### config.mk
export PLATFORM = sky130hd
export DESIGN_NAME = control_unit_flat
export DESIGN_NICKNAME = d
export VERILOG_FILES = /design/src/rtl/cpu_defs.sv /design/src/rtl/control_unit_if.sv /design/src/rtl/instr_decoder.sv /design/src/rtl/control_unit.sv /design/src/flat_wrapper.sv
export SDC_FILE = /design/constraint.sdc
export NUM_CORES = 1
export LEC_CHECK = 0
export ABC_CLOCK_PERIOD_IN_PS = 8000
export BUFFER_PORTS_ARGS = -buffer_cell sky130_fd_sc_hd__buf_2
export CORE_UTILIZATION = 46
export CTS_CLUSTER_SIZE = 40
export DETAILED_ROUTE_END_ITERATION = 8
export GPL_TIMING_DRIVEN = 0
export PLACE_DENSITY_LB_ADDON = 0.15
export SLEW_MARGIN = 20
export SYNTH_ARGS = -nofsm -noshare
export SYNTH_HDL_FRONTEND = slang
export SYNTH_HIERARCHICAL = 1
export SYNTH_SLANG_ARGS = --single-unit
### constraint.sdc
create_clock -name Clock -period 8 [get_ports Clock]
set_input_delay 1.6 -clock Clock [delete_from_list [all_inputs] [get_ports Clock]]
set_output_delay 1.6 -clock Clock [all_outputs]
set_load 0.02 [all_outputs]
### src/rtl/cpu_defs.sv
// Shared definitions for the multi-cycle control unit: state encoding,
// instruction field positions, opcode values and the control-word layout.
package cpu_defs;

    typedef enum logic [3:0] {
        S_IDLE = 4'd0,
        S_T0,
        S_T1,
        S_T2,
        S_T3,
        S_T4,
        S_T5,
        S_T6,
        S_HALT
    } state_t;

    localparam int OP_MSB = 31;
    localparam int OP_LSB = 27;
    localparam int RA_MSB = 26;
    localparam int RA_LSB = 23;
    localparam int RB_MSB = 22;
    localparam int RB_LSB = 19;
    localparam int RC_MSB = 18;
    localparam int RC_LSB = 15;

    localparam logic [4:0] OPC_ADD    = 5'b00011;
    localparam logic [4:0] OPC_SUB    = 5'b00100;
    localparam logic [4:0] OPC_SHR    = 5'b00101;
    localparam logic [4:0] OPC_SHL    = 5'b00110;
    localparam logic [4:0] OPC_ROR    = 5'b00111;
    localparam logic [4:0] OPC_ROL    = 5'b01000;
    localparam logic [4:0] OPC_AND    = 5'b01001;
    localparam logic [4:0] OPC_OR     = 5'b01010;
    localparam logic [4:0] OPC_MUL    = 5'b01111;
    localparam logic [4:0] OPC_DIV    = 5'b10000;
    localparam logic [4:0] OPC_NEGATE = 5'b10001;
    localparam logic [4:0] OPC_NOT    = 5'b10010;
    localparam logic [4:0] OPC_HALT   = 5'b11011;

    // Execution shape of an instruction; decides how many T-states it uses.
    typedef enum logic [2:0] {
        CLS_BINARY,
        CLS_MULDIV,
        CLS_UNARY,
        CLS_HALT,
        CLS_ILLEGAL
    } op_class_t;

    typedef struct packed {
        logic op_add, op_sub, op_mul, op_div, op_shr, op_shl;
        logic op_ror, op_rol, op_and, op_or, op_negate, op_not;
    } alu_sel_t;

    typedef struct packed {
        logic     pc_out, mdr_out, zlow_out, zhigh_out, hi_out, lo_out;
        logic     pc_in, ir_in, ry_in, rz_in, mar_in, mdr_in, hi_in, lo_in;
        logic     read, inc_pc;
        alu_sel_t alu;
        logic     halted, illegal;
    } ctrl_t;

endpackage

### src/rtl/control_unit_if.sv
// Handshake and strobe bundle between the control unit (master) and the datapath (slave).
// Run/Stop/MemReady are level inputs sampled at every rising edge; all strobes are level outputs.
interface control_unit_if #(
    parameter int BITS      = 32,
    parameter int REGISTERS = 16
);
    logic                 Run, Stop, MemReady;
    logic [BITS-1:0]      IRVal;
    logic                 PCout, MDRout, Zlowout, Zhighout, HIout, LOout;
    logic                 PCin, IRin, RYin, RZin, MARin, MDRin, HIin, LOin, Read, IncPC;
    logic                 ADD, SUB, MUL, DIV, SHR, SHL, ROR, ROL, AND, OR, NEGATE, NOT;
    logic [REGISTERS-1:0] GPRin, GPRout;
    logic                 Halted, Illegal;

    modport master (
        input  Run, Stop, MemReady, IRVal,
        output PCout, MDRout, Zlowout, Zhighout, HIout, LOout,
        output PCin, IRin, RYin, RZin, MARin, MDRin, HIin, LOin, Read, IncPC,
        output ADD, SUB, MUL, DIV, SHR, SHL, ROR, ROL, AND, OR, NEGATE, NOT,
        output GPRin, GPRout, Halted, Illegal
    );

    modport slave (
        output Run, Stop, MemReady, IRVal,
        input  PCout, MDRout, Zlowout, Zhighout, HIout, LOout,
        input  PCin, IRin, RYin, RZin, MARin, MDRin, HIin, LOin, Read, IncPC,
        input  ADD, SUB, MUL, DIV, SHR, SHL, ROR, ROL, AND, OR, NEGATE, NOT,
        input  GPRin, GPRout, Halted, Illegal
    );
endinterface

### src/rtl/instr_decoder.sv
// Combinational decode of (state, IR) into the control word and one-hot register selects.
module instr_decoder import cpu_defs::*; #(
    parameter int BITS      = 32,
    parameter int REGISTERS = 16
) (
    input  state_t               state_i,
    input  logic [BITS-1:0]      ir_i,
    output ctrl_t                ctrl_o,
    output logic [REGISTERS-1:0] gpr_in_o,
    output logic [REGISTERS-1:0] gpr_out_o,
    output op_class_t            op_class_o
);
    logic [4:0] opcode;
    logic [3:0] ra, rb, rc;
    alu_sel_t   alu;
    op_class_t  op_class;
    logic       unused_ir;

    assign opcode     = ir_i[OP_MSB:OP_LSB];
    assign ra         = ir_i[RA_MSB:RA_LSB];
    assign rb         = ir_i[RB_MSB:RB_LSB];
    assign rc         = ir_i[RC_MSB:RC_LSB];
    assign unused_ir  = ^ir_i;
    assign op_class_o = op_class;

    // Register fields wrap modulo the register count.
    function automatic logic [REGISTERS-1:0] reg_sel(input logic [3:0] idx);
        return REGISTERS'(1) << (32'(idx) % REGISTERS);
    endfunction

    always_comb begin
        op_class = CLS_ILLEGAL;
        alu      = '0;
        case (opcode)
            OPC_ADD:    begin op_class = CLS_BINARY; alu.op_add    = 1'b1; end
            OPC_SUB:    begin op_class = CLS_BINARY; alu.op_sub    = 1'b1; end
            OPC_SHR:    begin op_class = CLS_BINARY; alu.op_shr    = 1'b1; end
            OPC_SHL:    begin op_class = CLS_BINARY; alu.op_shl    = 1'b1; end
            OPC_ROR:    begin op_class = CLS_BINARY; alu.op_ror    = 1'b1; end
            OPC_ROL:    begin op_class = CLS_BINARY; alu.op_rol    = 1'b1; end
            OPC_AND:    begin op_class = CLS_BINARY; alu.op_and    = 1'b1; end
            OPC_OR:     begin op_class = CLS_BINARY; alu.op_or     = 1'b1; end
            OPC_MUL:    begin op_class = CLS_MULDIV; alu.op_mul    = 1'b1; end
            OPC_DIV:    begin op_class = CLS_MULDIV; alu.op_div    = 1'b1; end
            OPC_NEGATE: begin op_class = CLS_UNARY;  alu.op_negate = 1'b1; end
            OPC_NOT:    begin op_class = CLS_UNARY;  alu.op_not    = 1'b1; end
            OPC_HALT:   op_class = CLS_HALT;
            default:    op_class = CLS_ILLEGAL;
        endcase
    end

    always_comb begin
        ctrl_o    = '0;
        gpr_in_o  = '0;
        gpr_out_o = '0;
        case (state_i)
            S_T0: begin
                ctrl_o.pc_out = 1'b1; ctrl_o.mar_in = 1'b1;
                ctrl_o.inc_pc = 1'b1; ctrl_o.rz_in  = 1'b1;
            end
            S_T1: begin
                ctrl_o.zlow_out = 1'b1; ctrl_o.pc_in  = 1'b1;
                ctrl_o.read     = 1'b1; ctrl_o.mdr_in = 1'b1;
            end
            S_T2: begin
                ctrl_o.mdr_out = 1'b1; ctrl_o.ir_in = 1'b1;
            end
            S_T3: case (op_class)
                CLS_BINARY, CLS_MULDIV: begin
                    gpr_out_o = reg_sel(rb); ctrl_o.ry_in = 1'b1;
                end
                CLS_UNARY: begin
                    gpr_out_o = reg_sel(rb); ctrl_o.alu = alu; ctrl_o.rz_in = 1'b1;
                end
                CLS_ILLEGAL: ctrl_o.illegal = 1'b1;
                default: ;
            endcase
            S_T4: case (op_class)
                CLS_BINARY, CLS_MULDIV: begin
                    gpr_out_o = reg_sel(rc); ctrl_o.alu = alu; ctrl_o.rz_in = 1'b1;
                end
                CLS_UNARY: begin
                    ctrl_o.zlow_out = 1'b1; gpr_in_o = reg_sel(ra);
                end
                default: ;
            endcase
            S_T5: case (op_class)
                CLS_BINARY: begin ctrl_o.zlow_out = 1'b1; gpr_in_o = reg_sel(ra); end
                CLS_MULDIV: begin ctrl_o.zlow_out = 1'b1; ctrl_o.lo_in = 1'b1; end
                default: ;
            endcase
            S_T6: if (op_class == CLS_MULDIV) begin
                ctrl_o.zhigh_out = 1'b1; ctrl_o.hi_in = 1'b1;
            end
            S_HALT: ctrl_o.halted = 1'b1;
            default: ;
        endcase
    end
endmodule

### src/rtl/control_unit.sv
// Multi-cycle CPU control FSM: fetch (T0-T2), execute (T3-T6), sticky Stop-to-HALT at instruction boundaries.
module control_unit import cpu_defs::*; #(
    parameter int BITS      = 32,
    parameter int REGISTERS = 16
) (
    input  logic               Clock,
    input  logic               reset,
    control_unit_if.master     bus,
    output state_t             state_o
);
    state_t               state_q;
    logic                 stop_q;
    logic                 stop_seen;
    ctrl_t                ctrl;
    op_class_t            op_class;
    logic [REGISTERS-1:0] gpr_in, gpr_out;

    instr_decoder #(.BITS(BITS), .REGISTERS(REGISTERS)) u_dec (
        .state_i    (state_q),
        .ir_i       (bus.IRVal),
        .ctrl_o     (ctrl),
        .gpr_in_o   (gpr_in),
        .gpr_out_o  (gpr_out),
        .op_class_o (op_class)
    );

    // Stop asserted in the current cycle counts as seen for this instruction.
    assign stop_seen = stop_q | bus.Stop;

    always_ff @(posedge Clock) begin
        if (!reset) begin
            state_q <= S_IDLE;
            stop_q  <= 1'b0;
        end else begin
            case (state_q)
                S_IDLE: if (bus.Run) state_q <= S_T0;
                S_HALT: if (bus.Run) begin
                    state_q <= S_T0;
                    stop_q  <= bus.Stop;
                end
                S_T0: begin state_q <= S_T1; stop_q <= stop_seen; end
                S_T1: begin
                    stop_q <= stop_seen;
                    if (bus.MemReady) state_q <= S_T2;
                end
                S_T2: begin state_q <= S_T3; stop_q <= stop_seen; end
                S_T3: case (op_class)
                    CLS_HALT: begin state_q <= S_HALT; stop_q <= 1'b0; end
                    CLS_ILLEGAL: begin
                        state_q <= stop_seen ? S_HALT : S_T0;
                        stop_q  <= 1'b0;
                    end
                    default: begin state_q <= S_T4; stop_q <= stop_seen; end
                endcase
                S_T4: if (op_class == CLS_UNARY) begin
                    state_q <= stop_seen ? S_HALT : S_T0;
                    stop_q  <= 1'b0;
                end else begin
                    state_q <= S_T5;
                    stop_q  <= stop_seen;
                end
                S_T5: if (op_class == CLS_MULDIV) begin
                    state_q <= S_T6;
                    stop_q  <= stop_seen;
                end else begin
                    state_q <= stop_seen ? S_HALT : S_T0;
                    stop_q  <= 1'b0;
                end
                S_T6: begin
                    state_q <= stop_seen ? S_HALT : S_T0;
                    stop_q  <= 1'b0;
                end
                default: begin state_q <= S_IDLE; stop_q <= 1'b0; end
            endcase
        end
    end

    assign state_o      = state_q;
    assign bus.PCout    = ctrl.pc_out;
    assign bus.MDRout   = ctrl.mdr_out;
    assign bus.Zlowout  = ctrl.zlow_out;
    assign bus.Zhighout = ctrl.zhigh_out;
    assign bus.HIout    = ctrl.hi_out;
    assign bus.LOout    = ctrl.lo_out;
    assign bus.PCin     = ctrl.pc_in;
    assign bus.IRin     = ctrl.ir_in;
    assign bus.RYin     = ctrl.ry_in;
    assign bus.RZin     = ctrl.rz_in;
    assign bus.MARin    = ctrl.mar_in;
    assign bus.MDRin    = ctrl.mdr_in;
    assign bus.HIin     = ctrl.hi_in;
    assign bus.LOin     = ctrl.lo_in;
    assign bus.Read     = ctrl.read;
    assign bus.IncPC    = ctrl.inc_pc;
    assign bus.ADD      = ctrl.alu.op_add;
    assign bus.SUB      = ctrl.alu.op_sub;
    assign bus.MUL      = ctrl.alu.op_mul;
    assign bus.DIV      = ctrl.alu.op_div;
    assign bus.SHR      = ctrl.alu.op_shr;
    assign bus.SHL      = ctrl.alu.op_shl;
    assign bus.ROR      = ctrl.alu.op_ror;
    assign bus.ROL      = ctrl.alu.op_rol;
    assign bus.AND      = ctrl.alu.op_and;
    assign bus.OR       = ctrl.alu.op_or;
    assign bus.NEGATE   = ctrl.alu.op_negate;
    assign bus.NOT      = ctrl.alu.op_not;
    assign bus.GPRin    = gpr_in;
    assign bus.GPRout   = gpr_out;
    assign bus.Halted   = ctrl.halted;
    assign bus.Illegal  = ctrl.illegal;
endmodule

### src/flat_wrapper.sv
// flat-port wrapper written by rule: the top's interface ports become plain ports
module control_unit_flat import cpu_defs::*;
#(
    parameter int BITS      = 32,
    parameter int REGISTERS = 16
)
  (Clock, reset, state_o, bus_Run, bus_Stop, bus_MemReady, bus_IRVal, bus_PCout, bus_MDRout, bus_Zlowout, bus_Zhighout, bus_HIout, bus_LOout, bus_PCin, bus_IRin, bus_RYin, bus_RZin, bus_MARin, bus_MDRin, bus_HIin, bus_LOin, bus_Read, bus_IncPC, bus_ADD, bus_SUB, bus_MUL, bus_DIV, bus_SHR, bus_SHL, bus_ROR, bus_ROL, bus_AND, bus_OR, bus_NEGATE, bus_NOT, bus_GPRin, bus_GPRout, bus_Halted, bus_Illegal);
  control_unit_if #(.BITS(BITS), .REGISTERS(REGISTERS)) bus_i ();
  input  logic Clock;
  input  logic reset;
  output state_t state_o;
  input wire logic [$bits(bus_i.Run)-1:0] bus_Run;
  input wire logic [$bits(bus_i.Stop)-1:0] bus_Stop;
  input wire logic [$bits(bus_i.MemReady)-1:0] bus_MemReady;
  input wire logic [$bits(bus_i.IRVal)-1:0] bus_IRVal;
  output wire logic [$bits(bus_i.PCout)-1:0] bus_PCout;
  output wire logic [$bits(bus_i.MDRout)-1:0] bus_MDRout;
  output wire logic [$bits(bus_i.Zlowout)-1:0] bus_Zlowout;
  output wire logic [$bits(bus_i.Zhighout)-1:0] bus_Zhighout;
  output wire logic [$bits(bus_i.HIout)-1:0] bus_HIout;
  output wire logic [$bits(bus_i.LOout)-1:0] bus_LOout;
  output wire logic [$bits(bus_i.PCin)-1:0] bus_PCin;
  output wire logic [$bits(bus_i.IRin)-1:0] bus_IRin;
  output wire logic [$bits(bus_i.RYin)-1:0] bus_RYin;
  output wire logic [$bits(bus_i.RZin)-1:0] bus_RZin;
  output wire logic [$bits(bus_i.MARin)-1:0] bus_MARin;
  output wire logic [$bits(bus_i.MDRin)-1:0] bus_MDRin;
  output wire logic [$bits(bus_i.HIin)-1:0] bus_HIin;
  output wire logic [$bits(bus_i.LOin)-1:0] bus_LOin;
  output wire logic [$bits(bus_i.Read)-1:0] bus_Read;
  output wire logic [$bits(bus_i.IncPC)-1:0] bus_IncPC;
  output wire logic [$bits(bus_i.ADD)-1:0] bus_ADD;
  output wire logic [$bits(bus_i.SUB)-1:0] bus_SUB;
  output wire logic [$bits(bus_i.MUL)-1:0] bus_MUL;
  output wire logic [$bits(bus_i.DIV)-1:0] bus_DIV;
  output wire logic [$bits(bus_i.SHR)-1:0] bus_SHR;
  output wire logic [$bits(bus_i.SHL)-1:0] bus_SHL;
  output wire logic [$bits(bus_i.ROR)-1:0] bus_ROR;
  output wire logic [$bits(bus_i.ROL)-1:0] bus_ROL;
  output wire logic [$bits(bus_i.AND)-1:0] bus_AND;
  output wire logic [$bits(bus_i.OR)-1:0] bus_OR;
  output wire logic [$bits(bus_i.NEGATE)-1:0] bus_NEGATE;
  output wire logic [$bits(bus_i.NOT)-1:0] bus_NOT;
  output wire logic [$bits(bus_i.GPRin)-1:0] bus_GPRin;
  output wire logic [$bits(bus_i.GPRout)-1:0] bus_GPRout;
  output wire logic [$bits(bus_i.Halted)-1:0] bus_Halted;
  output wire logic [$bits(bus_i.Illegal)-1:0] bus_Illegal;
  assign bus_i.Run = bus_Run;
  assign bus_i.Stop = bus_Stop;
  assign bus_i.MemReady = bus_MemReady;
  assign bus_i.IRVal = bus_IRVal;
  assign bus_PCout = bus_i.PCout;
  assign bus_MDRout = bus_i.MDRout;
  assign bus_Zlowout = bus_i.Zlowout;
  assign bus_Zhighout = bus_i.Zhighout;
  assign bus_HIout = bus_i.HIout;
  assign bus_LOout = bus_i.LOout;
  assign bus_PCin = bus_i.PCin;
  assign bus_IRin = bus_i.IRin;
  assign bus_RYin = bus_i.RYin;
  assign bus_RZin = bus_i.RZin;
  assign bus_MARin = bus_i.MARin;
  assign bus_MDRin = bus_i.MDRin;
  assign bus_HIin = bus_i.HIin;
  assign bus_LOin = bus_i.LOin;
  assign bus_Read = bus_i.Read;
  assign bus_IncPC = bus_i.IncPC;
  assign bus_ADD = bus_i.ADD;
  assign bus_SUB = bus_i.SUB;
  assign bus_MUL = bus_i.MUL;
  assign bus_DIV = bus_i.DIV;
  assign bus_SHR = bus_i.SHR;
  assign bus_SHL = bus_i.SHL;
  assign bus_ROR = bus_i.ROR;
  assign bus_ROL = bus_i.ROL;
  assign bus_AND = bus_i.AND;
  assign bus_OR = bus_i.OR;
  assign bus_NEGATE = bus_i.NEGATE;
  assign bus_NOT = bus_i.NOT;
  assign bus_GPRin = bus_i.GPRin;
  assign bus_GPRout = bus_i.GPRout;
  assign bus_Halted = bus_i.Halted;
  assign bus_Illegal = bus_i.Illegal;
  control_unit #(.BITS(BITS), .REGISTERS(REGISTERS)) u_core (.Clock(Clock), .reset(reset), .bus(bus_i), .state_o(state_o));
endmodule
==> flow_summary.toml, run 1 <==
[run_status]
run_status = "complete, no violations"

[critical_path]
critPathMaxFanout = 10
required_ns = 6.40
crit_type = "in2out"
crit_arrival_ns = 3.56
start_kind = "input port"
end_kind = "primary output"

[timing]
tns_ns = 0
finalCriticalPeriod_ns = 5.156
fmax_ghz = 0.1940
hold_violations = 0
max_slew_margin = 0.4037
rsz0062_at_grt = "no"
finClkSkew_ns = 0.004403
setup_viol_count_final = 0
final_max_slew_viol_count = 0
worstMarginPinSlew_ns = 0.8926
post-route-period-util = 0.6444
worst_slack_ns = 2.845

[detailed_routing]
vias = 2141
drc_errors = 0
drt_pass1_iterations = 5
totalWireLength_um = 4637
antenna_left = 0
drt_iter0_markers = 118
wl_per_cell_um = 12.81
routed_via_density = 5.914

[power]
pwr-share-clk = 0.162
swShare = 0.4893
power_frac_seq = 0.191
p_int_mw = 0.09456
p_leak_nw = 0.9123
ir_worst_vdd_mv = 0.1460
power.density_nw_per_um2 = 92.33
power.switching_mw = 0.09062
power_frac_comb = 0.647

[clock_tree]
htree_levels = 1
cts-root-buf = "clkbuf_4"
cts_tree = "yes"
cts-resized-gates = 0
cts_buffer_depth = 2
cts_inserted_buffers = 3
ctsHoldBuffers = 0
clkTransAtPathRegs_ns = 0.05
clock_sinks = 5
clock_latency_ns = 0.25
postCtsSetupBuffers = 0

[logic_synthesis]
synth_top_area_share = 0.06584
syn_area_um2 = 1520
synthCells = 233
synth_top_area_cell = "dfxtp_1"
synth.area.top_cells = "dfxtp_1, nor4_1, nor2_1"
synth-edff-count = 0
ys_ff_latch = 5
synth_cell_types = 58
synthArstFlopShare = 0
yosysWarnings = 6
seq_area_frac_synth = 0.06584
synth_ff_type = "dfxtp_1"
synth_area_per_cell_um2 = 6.524

[placed_design]
place_area_um2 = 1979
post-place-ws_ns = 2.860
numPortBuffers = 80
gp_congestion = 0.9629
place_hpwl_um = 3617
dp.cells = 358

[worst_hold_path]
timing.hold.worst.class = "reg2reg"

[job]
maxCapViolations = 0

[final_layout]
final_area_um2 = 2006
layout_commonest_cell = "buf_2"
final_cell_mix = "buf_2, nor2_1, nor4_1"
antenna_cells = 0
areaGrowthSynthToFinish_pct = 31.93
nNetsFinal = 356
final_cells = 362
drive_gt1_frac = 0.3679
fill_cells = 339

[global_routing]
track_usage = 0.2531
antenna_found_initial = 0
grt-ovfl-total = 0
grt_pass1_wl_um = 7196
grt_max_degree = 14
grt_pass1_vias = 1674

[die]
die_h_um = 59.49
io_pins = 103
coreArea_um2 = 3103
die_x_um = 59.49
initial_core_util = 0.4899
num_rows = 20
dieArea_um2 = 3538
## worst paths after layout
path                           from             to  slack [ns]  cells after the start
setup reg to reg  u_core/state_o[3]  u_core/stop_q        6.45                      4
setup / recovery      bus_IRVal[27]   bus_Zhighout        2.84                      9
hold / removal        u_core/stop_q  u_core/stop_q        0.72                      3
hold reg to reg       u_core/stop_q  u_core/stop_q        0.72                      3
## cells in the mapped netlist, drive strengths merged, types with 3 or more instances
cell type and number:
nor2 24, buf 20, nor4 16, nand2 14, nand3 13, nor3 12
o22ai 12, nand2b 11, a21oi 10, inv 8, nand4 8, o2111ai 7
clkbuf 6, o21ai 6, dfxtp 5, nor2b 5, a211oi 4, nor4b 4
a2111oi 3, nand3b 3, nor3b 3, o32ai 3, or3b 3
## power groups by stage
stage / combinational, mW / sequential [mW] / clock [mW]
final: 0.120 / 0.0353 / 0.0300
after global routing: 0.131 / 0.0361 / 0.0333
after CTS: 0.119 / 0.0353 / 0.0312
after detailed placement: 0.119 / 0.0356 / 0
after global placement: 0.117 / 0.0355 / 0
after floorplan: 0.0863 / 0.0366 / 0
## cell type report
class,count,area (um2),share of cell area
sequential,5,100.1,0.04991
multi-input combinational,195,1231,0.6138
inverter,8,30.03,0.01497
buffer,26,162.7,0.08110
clock buffer,4,26.28,0.01310
tap,44,55.05,0.02745
timing repair buffer,80,400.4,0.1996
## critical path, cell delays in order
cell,delay [ns]
buf_2,0.08
buf_2,0.22
nand2_1,0.15
a211oi_1,0.38
buf_2,0.29
nor2_1,0.11
nor4b_1,0.40
buf_4,0.17
buf_2,0.15
## metal layers
layer  GRT usage  vias to the layer above  part of all wire  routed length (um)
met5           0                        -                 0                   0
met4     0.02721                        0            0.0052                  24
met3     0.02620                        4             0.062                 289
met2      0.4270                       96              0.46                2145
met1      0.3552                      974              0.47                2178
li1            -                     1067                 -                   -
## logic make-up (layout without fill, tap and decap cells)
logic type	Yosys count	count (layout)	synth area share
simple gates	128	128	0.4881
xor+xnor	3	3	0.01729
buf+inv	34	118	0.1267
compound gates	62	62	0.2996
flops	5	5	0.06585
other cells	1	2	0.002467
## metrics by stage
stage	util	total power, mW	hold slack [ns]
floorplan	-	0.1229	0.6750
finish	0.6464	0.1852	0.7227
global route	0.6464	0.2008	0.7452
detailed placement	0.6379	0.1542	0.7110
CTS	0.6464	0.1852	0.7199
global placement	0.6379	0.1528	0.7258
## sequential cells by signal (all words and copies together), names as in the netlist
register        flops
u_core/state_o      4
u_core/stop_q       1
No activity file was read; power rests on OpenSTA's default activity.
==> inputs of run 2 (changes only) <==
--- a/config.mk
+++ b/config.mk
@@ -5,9 +5,10 @@
 export SDC_FILE = /design/constraint.sdc
 export NUM_CORES = 1
 export LEC_CHECK = 0
-export ABC_CLOCK_PERIOD_IN_PS = 8000
+export ABC_AREA = 1
+export ABC_CLOCK_PERIOD_IN_PS = 4700
 export BUFFER_PORTS_ARGS = -buffer_cell sky130_fd_sc_hd__buf_2
-export CORE_UTILIZATION = 46
+export CORE_UTILIZATION = 38
 export CTS_CLUSTER_SIZE = 40
 export DETAILED_ROUTE_END_ITERATION = 8
 export GPL_TIMING_DRIVEN = 0
==> constraint.sdc (replaced) <==
create_clock -name Clock -period 4.7 [get_ports Clock]
set_input_delay 0.94 -clock Clock [delete_from_list [all_inputs] [get_ports Clock]]
set_output_delay 0.94 -clock Clock [all_outputs]
set_load 0.02 [all_outputs]
==> flow_summary.toml, run 2 <==
[final_layout]
antenna_cells = 0
multiInputGateArea_um2 = 1056
layout_commonest_cell = "buf_2"
regArea_um2 = 100.1
largest_reg_flops = 4
fill_cells = 399
drive_gt1_frac = 0.3298
nNetsFinal = 417
final_cell_mix = "buf_2, inv_1, nor2_1"
areaGrowthSynthToFinish_pct = 37.15

[die]
dieArea_um2 = 4044
initial_core_util = 0.3937
num_rows = 22
io_pins = 103
die_h_um = 63.59
die_x_um = 63.59
coreArea_um2 = 3661

[detailed_routing]
drc_errors = 0
drt_iter0_markers = 98
routed_via_density = 4.625
totalWireLength_um = 3895
antenna_left = 0
wl_per_cell_um = 9.122
drt_pass1_iterations = 5
vias = 1975

[timing]
finClkSkew_ns = 0.002317
hold_violations = 0
final_max_slew_viol_count = 0
fmax_ghz = 0.3180
post-route-period-util = 0.6690
finalHoldWorstSlack_ns = 0.5112
rsz0062_at_grt = "no"
tns_ns = 0
max_slew_margin = 0.6561
finalCriticalPeriod_ns = 3.144
setup_viol_count_final = 0
worstMarginPinSlew_ns = 0.5139

[critical_path]
start_kind = "input port"
r2r_setup_slack_ns = 3.35
path_cells = "buf_2 -> nand2_2 -> inv_2 -> nand3_1 -> nand2_2 -> nor2_4 -> nand2_4 -> buf_8 -> nand3_1 -> o21ai_1 -> buf_2"
slowest_stage = "nor2_4"
reg2reg_from = "u_core/state_o[1]"
critPathMaxFanout = 10
crit_buf_inv = 4
required_ns = 3.76
max_stage_delay_ns = 0.22
end_kind = "primary output"
path_delay_family = "simple AND/OR/NAND/NOR gates"
crit_start = "bus_IRVal[27]"
crit_type = "in2out"
crit_arrival_ns = 2.20

[clock_tree]
ctsHoldBuffers = 0
cts-resized-gates = 0
cts_buffer_depth = 2
cts_inserted_buffers = 3
clock_sinks = 5
postCtsSetupBuffers = 0
cts-root-buf = "clkbuf_8"
clkTransAtPathRegs_ns = 0.04
clock_latency_ns = 0.23
htree_levels = 1
cts_tree = "yes"

[logic_synthesis]
synth.area.top_cells = "nand3_1, inv_1, nor2_1"
synth_top_area_share = 0.1458
synth-edff-count = 0
synth_ff_type = "dfxtp_1"
synth_cell_types = 29
synth_top_area_cell = "nand3_1"
ys_ff_latch = 5
yosysWarnings = 6
synthArstFlopShare = 0
synth_common_cells = "inv_1, nor2_1, nand2_1"
syn_area_um2 = 1441
synth_area_per_cell_um2 = 4.987
seq_area_frac_synth = 0.06944
synthCells = 289

[global_routing]
grt_max_degree = 11
grt_pass1_vias = 1646
antenna_found_initial = 0
grt-ovfl-total = 0
track_usage = 0.2020
grt_pass1_wl_um = 6879

[placed_design]
numPortBuffers = 85
place_hpwl_um = 3285
gp_congestion = 0.8620

[power]
p_leak_nw = 1.121
power.density_nw_per_um2 = 257.8
ir_worst_vdd_mv = 0.2146

[worst_hold_path]
timing.hold.worst.class = "reg2reg"
worstHoldStart = "u_core/stop_q"

[run_status]
run_status = "complete, no violations"

[job]
maxCapViolations = 0
run 2: worst register-to-register path, stage by stage, from the launching register on:
cell	delay, ns
dfxtp_1	0.47
inv_1	0.13
nor2_2	0.15
nand2_2	0.08
nor2_2	0.12
nor2_1	0.09
nand3_1	0.07
nand2_1	0.05
a21oi_1	0.12
run 2: stage by stage:
step	instance area, um2	total power [mW]	setup slack, ns	instances	utilization
2_1_floorplan	1445	0.3337	1.598	290	-
3_3_place_gp	1931	0.4250	1.555	423	0.5273
3_5_place_dp	1931	0.4257	1.549	423	0.5273
4_1_cts	1977	0.5131	1.544	427	0.5400
5_1_grt	1977	0.5647	1.410	427	0.5400
6_report	1977	0.5096	1.556	427	0.5400
run 2: cell families (layout without fill, tap and decap cells):
group,after synthesis,count (layout),synth area share
other cells,1,2,0.002602
compound gates,24,24,0.09723
flops,5,5,0.06945
simple gates,193,193,0.6302
buf+inv,66,155,0.2005
run 2: final timing paths:
check / to / depth (start not counted)
max: bus_GPRout[3] / 11
min: u_core/stop_q / 2
max reg2reg: u_core/stop_q / 8
min reg2reg: u_core/stop_q / 2
run 2: area by class of cell:
class | instances | share of cell area
buffer | 9 | 0.03797
clock buffer | 3 | 0.02089
clock inverter | 1 | 0.002532
inverter | 57 | 0.1082
multi-input combinational | 219 | 0.5342
sequential | 5 | 0.05063
tap | 48 | 0.03038
timing repair buffer | 85 | 0.2152
run 2: power by group:
part	internal (mW)	total, mW	switching (mW)
combinational	0.126	0.349	0.222
clock	0.0573	0.0834	0.0261
sequential	0.0537	0.0777	0.0241
total	0.237	0.510	0.272
run 2: per-layer routing:
layer | track usage | part of all wire | wire [um]
met1 | 0.2720 | 0.49 | 1896
met2 | 0.3364 | 0.45 | 1748
met3 | 0.03442 | 0.058 | 226
met4 | 0.03409 | 0.0059 | 23
met5 | 0 | 0 | 0
==> inputs of run 3 (changes only) <==
--- a/config.mk
+++ b/config.mk
@@ -6,9 +6,9 @@
 export NUM_CORES = 1
 export LEC_CHECK = 0
 export ABC_AREA = 1
-export ABC_CLOCK_PERIOD_IN_PS = 4700
+export ABC_CLOCK_PERIOD_IN_PS = 3200
 export BUFFER_PORTS_ARGS = -buffer_cell sky130_fd_sc_hd__buf_2
-export CORE_UTILIZATION = 38
+export CORE_UTILIZATION = 42
 export CTS_CLUSTER_SIZE = 40
 export DETAILED_ROUTE_END_ITERATION = 8
 export GPL_TIMING_DRIVEN = 0
==> constraint.sdc (replaced) <==
create_clock -name Clock -period 3.2 [get_ports Clock]
set_input_delay 0.64 -clock Clock [delete_from_list [all_inputs] [get_ports Clock]]
set_output_delay 0.64 -clock Clock [all_outputs]
set_load 0.02 [all_outputs]
==> flow_summary.toml, run 3 (same netlist as run 2, synthesis figures left out) <==
[power]
power.density_nw_per_um2 = 359.7
p_leak_nw = 1.110
ir_worst_vdd_mv = 0.3497

[final_layout]
final_cell_mix = "buf_2, inv_1, nor2_1"
final_area_um2 = 1952
final_cells = 423
nNetsFinal = 417
antenna_cells = 0
largest_reg_flops = 4
drive_gt1_frac = 0.3272
layout_commonest_cell = "buf_2"
areaGrowthSynthToFinish_pct = 35.42

[die]
io_pins = 103
die_x_um = 60.58
num_rows = 20
coreArea_um2 = 3153
dieArea_um2 = 3670
die_h_um = 60.58
initial_core_util = 0.4571

[global_routing]
grt_pass1_vias = 1516
grt-ovfl-total = 0
grt_pass1_wl_um = 6065
grt_max_degree = 11
track_usage = 0.2071
antenna_found_initial = 0

[job]
maxCapViolations = 0

[detailed_routing]
drc_errors = 0
drt_pass1_iterations = 4
wl_per_cell_um = 9.390
totalWireLength_um = 3972
routed_via_density = 4.794
antenna_left = 0
drt_iter0_markers = 98
vias = 2028

[critical_path]
critPathMaxFanout = 10
slowest_stage = "dfxtp_1"
path_cells = "inv_1 -> or2_1 -> nor2_2 -> inv_2 -> nor2_4 -> nand2_2 -> o21ai_1 -> buf_2"
end_kind = "primary output"
crit_buf_inv = 3
start_kind = "flop"
crit_arrival_ns = 2.00
crit_type = "reg2out"
ff2ff_path_depth = 8
required_ns = 2.56
max_stage_delay_ns = 0.52
path_depth = 8
path_delay_family = "simple AND/OR/NAND/NOR gates"

[clock_tree]
clkTransAtPathRegs_ns = 0.04
cts_tree = "yes"
cts-resized-gates = 0
postCtsSetupBuffers = 0
cts_inserted_buffers = 3
clock_latency_ns = 0.25
ctsHoldBuffers = 0
cts-root-buf = "clkbuf_4"
clock_sinks = 5
cts_buffer_depth = 2
htree_levels = 1

[timing]
max_slew_margin = 0.6284
post-route-period-util = 0.8245
tns_ns = 0
final_max_slew_viol_count = 0
worstMarginPinSlew_ns = 0.5553
finalCriticalPeriod_ns = 2.639
worst_slack_ns = 0.5614
setup_viol_count_final = 0
finClkSkew_ns = 0.003859
hold_violations = 0
rsz0062_at_grt = "no"
fmax_ghz = 0.3790

[worst_hold_path]
min_path_cells = 2
timing.hold.worst.class = "reg2reg"

[run_status]
run_status = "complete, no violations"

[placed_design]
place_hpwl_um = 3364
place_area_um2 = 1926
gp_congestion = 0.8547
numPortBuffers = 85
dp.cells = 419
post-place-ws_ns = 0.6402
run 3: changes by cell type in the layout (fill, tap and decap cells not counted):
cell      previous run  this run
clkbuf_4             0         3
clkbuf_8             3         0
clkinv_2             1         0
clkbuf_1             0         1
run 3: worst register-to-register path, stage by stage (launching register included):
cell     delay (ns)
dfxtp_1        0.47
inv_1          0.13
nor2_2         0.15
nand2_2        0.08
nor2_2         0.12
nor2_1         0.09
nand3_1        0.07
nand2_1        0.06
a21oi_1        0.11
run 3: where the power goes:
group	internal (mW)	leakage [nW]	total [mW]	switching, mW
logic	0.186	1.05	0.513	0.327
registers	0.0787	0.0408	0.114	0.0357
clock network	0.0472	0.0150	0.0745	0.0272
total	0.312	1.11	0.702	0.390
run 3: cell type report:
cell class | instances | area [um2]
inverter | 57 | 214.0
buffer | 9 | 75.07
sequential | 5 | 100.1
timing repair buffer | 85 | 425.4
clock buffer | 4 | 26.28
tap | 44 | 55.05
multi-input combinational | 219 | 1056
fill | 361 | 1201
run 3: path summary, 6_finish.rpt:
path / startpoint / endpoint / slack [ns]
hold / removal: u_core/stop_q / u_core/stop_q / 0.50
setup / recovery: u_core/state_o[0] / bus_GPRout[10] / 0.56
hold reg to reg: u_core/stop_q / u_core/stop_q / 0.50
setup reg to reg: u_core/state_o[1] / u_core/stop_q / 1.84
run 3: layer usage:
layer | part of all wire | GRT usage
met1 | 0.47 | 0.2689
met2 | 0.48 | 0.3721
met3 | 0.056 | 0.04051
met4 | 0 | 0.009740
met5 | 0 | 0
run 3: through the flow:
step | hold slack (ns) | total power, mW | util
2_1_floorplan | 0.4739 | 0.4901 | -
3_3_place_gp | 0.4887 | 0.6213 | 0.6107
3_5_place_dp | 0.4941 | 0.6295 | 0.6107
4_1_cts | 0.5025 | 0.7066 | 0.6190
5_1_grt | 0.5338 | 0.7836 | 0.6190
6_report | 0.4985 | 0.7021 | 0.6190
